$ cat config.mk
export PLATFORM = sky130hd
export DESIGN_NAME = regfile_write_arbiter
export DESIGN_NICKNAME = d
export VERILOG_FILES = /design/src/rtl/warb_pkg.sv /design/src/rtl/regfile_write_arbiter_rr_pick.sv /design/src/rtl/regfile_write_arbiter.sv
export SDC_FILE = /design/constraint.sdc
export NUM_CORES = 1
export LEC_CHECK = 0
export ABC_AREA = 1
export BUFFER_PORTS_ARGS = -buffer_cell sky130_fd_sc_hd__buf_2
export CAP_MARGIN = 20
export CORE_MARGIN = 4
export CORE_UTILIZATION = 55
export DETAILED_ROUTE_END_ITERATION = 8
export GPL_TIMING_DRIVEN = 0
export PLACE_DENSITY = 0.85
export SYNTH_ARGS = -nofsm -noshare
export SYNTH_HDL_FRONTEND = slang
export SYNTH_SLANG_ARGS = --single-unit
$ cat constraint.sdc
create_clock -name clk_i -period 6.67 [get_ports clk_i]
set_clock_uncertainty 0.05 [all_clocks]
set_input_delay 0.667 -clock clk_i [delete_from_list [all_inputs] [get_ports clk_i]]
set_output_delay 0.667 -clock clk_i [all_outputs]
set_load 0.03 [all_outputs]
$ cat src/rtl/warb_pkg.sv
// Shared definitions for the register-bank write arbiter: default widths,
// lock FSM state type and requester index constants.
package warb_pkg;

    localparam int ADDR_WIDTH     = 2;
    localparam int REGISTER_WIDTH = 4;

    localparam int REQ_ALU  = 0;
    localparam int REQ_LOAD = 1;
    localparam int REQ_IMM  = 2;
    localparam int REQ_DBG  = 3;

    typedef enum logic {
        LOCK_UNLOCKED = 1'b0,
        LOCK_LOCKED   = 1'b1
    } lock_state_t;

    // Successor of a requester index, wrapping at n.
    function automatic int wrap_inc(input int idx, input int n);
        return ((idx + 1) >= n) ? 0 : (idx + 1);
    endfunction

endpackage

$ cat src/rtl/regfile_write_arbiter_rr_pick.sv
// Rotate-priority encoder: first set bit of valid_i at or after ptr_i, wrapping.
module rr_pick #(
    parameter int N  = 4,
    parameter int IW = $clog2(N)
) (
    input  logic [N-1:0]  valid_i,
    input  logic [IW-1:0] ptr_i,
    output logic [N-1:0]  grant_o,
    output logic [IW-1:0] idx_o,
    output logic          any_o
);

    logic [IW-1:0] j_s;

    // Scan N positions starting from the pointer; the first valid one wins.
    always_comb begin
        grant_o = '0;
        idx_o   = '0;
        any_o   = 1'b0;
        j_s     = '0;
        for (int k = 0; k < N; k++) begin
            j_s = IW'((int'(ptr_i) + k) % N);
            if (!any_o && valid_i[j_s]) begin
                any_o        = 1'b1;
                grant_o[j_s] = 1'b1;
                idx_o        = j_s;
            end else begin
                any_o = any_o;
            end
        end
    end

endmodule

$ cat src/rtl/regfile_write_arbiter.sv
// Round-robin arbiter for the register bank write port. Optional burst lock
// is compiled in with WARB_LOCK_EN.
module regfile_write_arbiter #(
    parameter int NUM_REQ        = 4,
    parameter int NUM_REGS       = 4,
    parameter int ADDR_WIDTH     = 2,
    parameter int REGISTER_WIDTH = 4,
    localparam int IDW           = $clog2(NUM_REQ)
) (
    input  logic                              clk_i,
    input  logic                              reset_i,
    input  logic                              hold_i,
    input  logic [NUM_REQ-1:0]                req_valid_i,
    input  logic [NUM_REQ*ADDR_WIDTH-1:0]     req_addr_i,
    input  logic [NUM_REQ*REGISTER_WIDTH-1:0] req_data_i,
`ifdef WARB_LOCK_EN
    input  logic [NUM_REQ-1:0]                lock_i,
`endif
    output logic [NUM_REQ-1:0]                req_ready_o,
    output logic [NUM_REGS-1:0]               write_en_o,
    output logic [REGISTER_WIDTH-1:0]         write_data_o,
    output logic [IDW-1:0]                    grant_id_o,
    output logic                              addr_err_o
);

    import warb_pkg::*;

    logic [IDW-1:0]            ptr_q;
    logic [NUM_REQ-1:0]        pick_valid_s;
    logic [NUM_REQ-1:0]        pick_grant_s;
    logic [IDW-1:0]            pick_idx_s;
    logic                      pick_any_s;
    logic                      xfer_s;
    logic [IDW-1:0]            winner_next_s;
    logic [ADDR_WIDTH-1:0]     sel_addr_s;
    logic [REGISTER_WIDTH-1:0] sel_data_s;
    logic [NUM_REGS-1:0]       dec_s;
    logic [NUM_REGS-1:0]       write_en_q;
    logic [REGISTER_WIDTH-1:0] write_data_q;
    logic [IDW-1:0]            grant_id_q;
    logic                      addr_err_q;

`ifdef WARB_LOCK_EN
    lock_state_t    state_q;
    logic [IDW-1:0] owner_q;
    logic [IDW-1:0] owner_next_s;

    // While locked only the owner may compete for the port.
    always_comb begin
        pick_valid_s = '0;
        if (state_q == LOCK_LOCKED) begin
            pick_valid_s[owner_q] = req_valid_i[owner_q];
        end else begin
            pick_valid_s = req_valid_i;
        end
    end

    assign owner_next_s = IDW'(wrap_inc(int'(owner_q), NUM_REQ));
`else
    assign pick_valid_s = req_valid_i;
`endif

    rr_pick #(
        .N  (NUM_REQ),
        .IW (IDW)
    ) u_pick (
        .valid_i (pick_valid_s),
        .ptr_i   (ptr_q),
        .grant_o (pick_grant_s),
        .idx_o   (pick_idx_s),
        .any_o   (pick_any_s)
    );

    assign req_ready_o   = hold_i ? '0 : pick_grant_s;
    assign xfer_s        = pick_any_s & ~hold_i;
    assign winner_next_s = IDW'(wrap_inc(int'(pick_idx_s), NUM_REQ));
    assign sel_addr_s    = req_addr_i[int'(pick_idx_s)*ADDR_WIDTH +: ADDR_WIDTH];
    assign sel_data_s    = req_data_i[int'(pick_idx_s)*REGISTER_WIDTH +: REGISTER_WIDTH];

    // Address decode; an address past the bank matches nothing.
    always_comb begin
        dec_s = '0;
        for (int r = 0; r < NUM_REGS; r++) begin
            if (sel_addr_s == ADDR_WIDTH'(r)) begin
                dec_s[r] = 1'b1;
            end else begin
                dec_s[r] = 1'b0;
            end
        end
    end

`ifdef WARB_LOCK_EN
    // Pointer and lock FSM; hold freezes both.
    always_ff @(posedge clk_i or posedge reset_i) begin
        if (reset_i) begin
            ptr_q   <= '0;
            state_q <= LOCK_UNLOCKED;
            owner_q <= '0;
        end else if (!hold_i) begin
            case (state_q)
                LOCK_UNLOCKED: begin
                    if (xfer_s) begin
                        ptr_q <= winner_next_s;
                        if (lock_i[pick_idx_s]) begin
                            state_q <= LOCK_LOCKED;
                            owner_q <= pick_idx_s;
                        end
                    end
                end
                LOCK_LOCKED: begin
                    if ((xfer_s && !lock_i[owner_q]) || !req_valid_i[owner_q]) begin
                        state_q <= LOCK_UNLOCKED;
                        ptr_q   <= owner_next_s;
                    end
                end
                default: state_q <= LOCK_UNLOCKED;
            endcase
        end
    end
`else
    // Pointer advances past the winner of each transfer.
    always_ff @(posedge clk_i or posedge reset_i) begin
        if (reset_i) begin
            ptr_q <= '0;
        end else if (xfer_s) begin
            ptr_q <= winner_next_s;
        end
    end
`endif

    // Output stage toward the register bank.
    always_ff @(posedge clk_i or posedge reset_i) begin
        if (reset_i) begin
            write_en_q   <= '0;
            write_data_q <= '0;
            grant_id_q   <= '0;
            addr_err_q   <= 1'b0;
        end else begin
            addr_err_q <= xfer_s & ~(|dec_s);
            if (xfer_s) begin
                write_en_q   <= dec_s;
                write_data_q <= sel_data_s;
                grant_id_q   <= pick_idx_s;
            end else begin
                write_en_q <= '0;
            end
        end
    end

    assign write_en_o   = write_en_q;
    assign write_data_o = write_data_q;
    assign grant_id_o   = grant_id_q;
    assign addr_err_o   = addr_err_q;

endmodule

# After elaboration in Yosys (flattened, before gate mapping)
# Index checks and enable logic that the tools add are counted.
# classes
add_sub_neg	4
magnitude_cmp	9
eq_ne	3
n_shift	2
n_mux	35
bitwise_logic	7
n_reduce_logical	12
# op_table
op	n
$mux 4	6
$mux 1	16
$shiftx 16x5->4	1
$lt 2x3->1 const B	4
$or 4x4->4	3
$mux 2	5
$bmux 1 s2	4
$demux 1 s2	4
$ge 2x1->1 const B	4
$shiftx 8x4->2	1
$logic_and 1x1->1	7
$add 2x2->2 const B	2
$eq 2x2->1 const B	2
$reduce_or 4->1	1
$add 2x1->3 const B	1
$ge 3x3->1 const B	1
$logic_not 1->1	3
$add 2x1->2 const B	1
$and 1x1->1	2
$eq 2x1->1 const B	1
$logic_not 2->1	1
$not 1->1	2
# word_totals
reg_bits	13
inputBits	31

# Logic depth before layout (Yosys ltp)
# logic_depth
ltp_word	18
depth_mapped	14
ltp_nobuf	14

# Cells and area by module
# From an unflattened synthesis, not the netlist that was laid out.
# unflattened
hier_cells	190
area_unflattened_um2	1203.7
# modules_own_cells
mod	instances	cells_per_inst	area_per_inst_um2	seq_area_each_um2
regfile_write_arbiter	1	116	763.2	325.3
rr_pick	1	74	440.4	0.0

# Worst setup path after synthesis
# OpenSTA, ideal clock, no wires.
# synth_timing
path_type	reg2out
from	reg ptr_q[0]
to	out req_ready_o[0]
arrival_time_ns	2.016
path_slack_ns	3.937
path_stages_with_launch	11
n_path_buf	0
path_cell_list	dfrtp_1 -> inv_4 -> ha_1 -> inv_1 -> nand2_1 -> nand2_4 -> nor2_8 -> nand3b_2 -> o21ai_0 -> nand2_1 -> inv_1
# synth_via
elab_chain_cells	13
word_cells_on_any_way	48
cone_classes	3 x add/sub; 8 x order compare; 24 x mux; 3 x bitwise; 10 x reduce/logical
# synth_lines
item	line	text
start: declaration	regfile_write_arbiter.sv:28	logic [IDW-1:0] ptr_q;
start signal: assignment	regfile_write_arbiter.sv:126	ptr_q <= winner_next_s;
branches (longest 11 deep; another with $lt 2x3->1)	n/a	
$mux 4 (*)	regfile_write_arbiter_rr_pick.sv:23	if (!any_o && valid_i[j_s]) begin
$mux 4 (*)	regfile_write_arbiter.sv:74	assign req_ready_o = hold_i ? '0 : pick_grant_s;
end: declaration	regfile_write_arbiter.sv:19	output logic [NUM_REQ-1:0] req_ready_o,
# Mark *: on every way between the ends. The select of a mux whose other input is x is not followed.

# Worst setup path in the final report
# layout_timing
from	reg ptr_q[0]
to	out req_ready_o[3]
# The elaborated chain is that of the path after synthesis.

==> flow_metrics.py <==
metrics = {
    "run_status": {
        "status": "completed",
    },
    "layout": {
        "fillers": 246,
        "antenna_cells": 0,
        "ff_latch_area_um2": 325,
        "area_delta_synth_final_pct": 20.0,
        "fin_nets": 309,
        "drive_gt1_share_pct": 31.2,
        "mostFrequentLayoutCells": "nand2_1, buf_2, inv_1, nand3_1",
        "final_core_util_pct": 69.4,
        "layout_commonest_cell": "nand2_1",
        "stdcell_count": 299,
        "multi_input_area_um2": 918,
    },
    "floorplan": {
        "initial_core_util_pct": 57.8,
        "rows": 18,
        "die_w_um": 59.3,
        "die_y_um": 59.3,
        "pin_count": 46,
        "fp.coreArea_mm2": 0.00250,
        "dieArea_mm2": 0.00351,
    },
    "global_routing": {
        "grt_pass1_wl_mm": 5.27,
        "grt_pass1_vias": 1225,
        "grt_use_total_pct": 18.6,
        "antenna_found_initial": 0,
        "grt_max_degree": 14,
        "grt_overflow_total": 0,
    },
    "synthesis": {
        "syn_area_mm2": 0.00145,
        "synthTopCellsByArea": "dfrtp_1, nand2_1, inv_1, ha_1, nand3_1",
        "synth_nets": 259,
        "avgSynthCellArea_um2": 6.57,
        "synth-seq-cells": 13,
        "postSynth.topFlopCell": "dfrtp_1",
        "netlist.top_cell.by_area": "dfrtp_1",
        "seq_area_frac_synth_pct": 22.5,
        "synthArstFlopShare_pct": 100,
        "yosysUniqueCellTypes": 26,
        "synth_edf_count": 0,
        "yosysWarnings": 0,
        "synth_top_area_share_pct": 22.5,
        "synthCells": 220,
    },
    "clocking": {
        "clockRootBuffer": "clkbuf_4",
        "clockBufferDepth": 2,
        "cts_tree": "built",
        "htreeDepth": 1,
        "cts_buffers": 3,
        "post_cts_resized": 0,
        "insertion_delay_ps": 260,
        "postCtsHoldBufs": 0,
        "clock-sinks": 13,
        "path_clk_slew_ps": 70,
        "cts_setup_buffers": 0,
    },
    "placed_design": {
        "placed_cells": 295,
        "portBuffers": 45,
        "routabilityCongestion": 0.817,
        "dp_hpwl_mm": 2.53,
    },
    "critical_path": {
        "crit_start": "ptr_q[0]",
        "critical_path_class": "flop to output pin",
        "cp-start-kind": "flop",
        "crit_fanout": 11,
        "cp-end-kind": "output pin",
        "r2r-start": "ptr_q[0]",
        "worst-endpoint-required_ps": 5950,
        "arrival_ps": 2690,
    },
    "min_path": {
        "min_path_type": "primary input to async pin",
    },
    "timing": {
        "hold_viol": 0,
        "fmaxAchievable_ghz": 0.293,
        "setup_viol": 0,
        "drv_slew": 0,
        "holdWs_ps": 354,
        "rsz0062_at_grt": "no",
        "setup_tns_ps": 0,
        "finalCriticalPeriod_ps": 3410,
        "timing.final.crit_share_pct": 51.1,
    },
    "route": {
        "ant_nets": 0,
        "route.vias.total": 1466,
        "drt_drc_violations_left": 0,
        "wl_mm": 3.11,
        "first_pass_iters": 4,
        "avgViaCountPerCell": 4.90,
        "post_drt_wl_per_cell_um": 10.4,
        "drtIter0Drc": 30,
    },
    "run": {
        "max_cap_viol_count": 0,
    },
}
-- layer usage --
metal  wire, µm  GRT usage (%)
met1       1470           28.2
met2       1460           29.3
met3        189           1.31
met4          0           2.91
met5          0              0
-- registers in the layout, summed over array words and instances, names as in the netlist --
| signal | cells |
|---|---|
| write_data_o | 4 |
| write_en_o | 4 |
| grant_id_o | 2 |
| ptr_q | 2 |
| addr_err_o | 1 |
-- per-stage QoR --
| stage | instance area (µm²) | setup WS [ps] |
|---|---|---|
| after global routing | 1730 | 2970 |
| after CTS | 1730 | 3250 |
| final | 1730 | 3260 |
| after detailed placement | 1710 | 3530 |
| after floorplan | 1450 | 3940 |
| after global placement | 1710 | 3560 |
-- final timing paths --
kind                       cells past startpoint         endpoint  slack, ps
max reg2reg                                   13    write_en_o[2]       4030
min in group clk_i                             2  write_data_o[2]        430
min                                            2         ptr_q[1]        350
max                                           11   req_ready_o[3]       3260
min reg2reg                                    2  write_data_o[2]        430
max in group asynchronous                      2  write_data_o[1]       5890
-- critical path: stages, from the launching register on --
cell	delay (ps)
dfrtp_1	620
inv_4	160
ha_1	470
inv_1	120
nand2_1	120
nand2_4	80
nor2_8	160
nand3b_2	180
o21ai_0	210
nand2_1	70
inv_1	50
buf_2	180
-- cells by family after synthesis --
| group | synth area share [%] |
|---|---|
| flip-flops | 22.5 |
| other | 0.259 |
| adder cells (fa/ha/maj) | 6.93 |
| AO/OA/AOI/OAI | 8.14 |
| buffers and inverters | 13.9 |
| AND/OR/NAND/NOR | 48.2 |
-- cells in the mapped netlist (2+ instances only) --
cell	count
nand3_4	2
o21ai_1	3
nand2_1	65
dfrtp_1	13
nand3_1	17
ha_1	8
buf_2	3
nand3_2	7
o21ai_0	10
nand2_2	10
nand2_4	4
nor2_1	5
a31oi_1	5
inv_1	42
nand4_1	13
inv_2	2
nor2_2	2
-- cell type report --
cell class	count	area share (%)
flip-flops and latches	13	18.8
multi-input cells	158	53.0
well taps	30	2.16
plain buffers	4	1.73
repair buffers	45	13.0
inverters	45	9.88
clock buffers	4	1.52
Power is left out: the tool's default activity adds up to more than one toggle a clock period on the data nets, which glitch-free logic cannot reach.
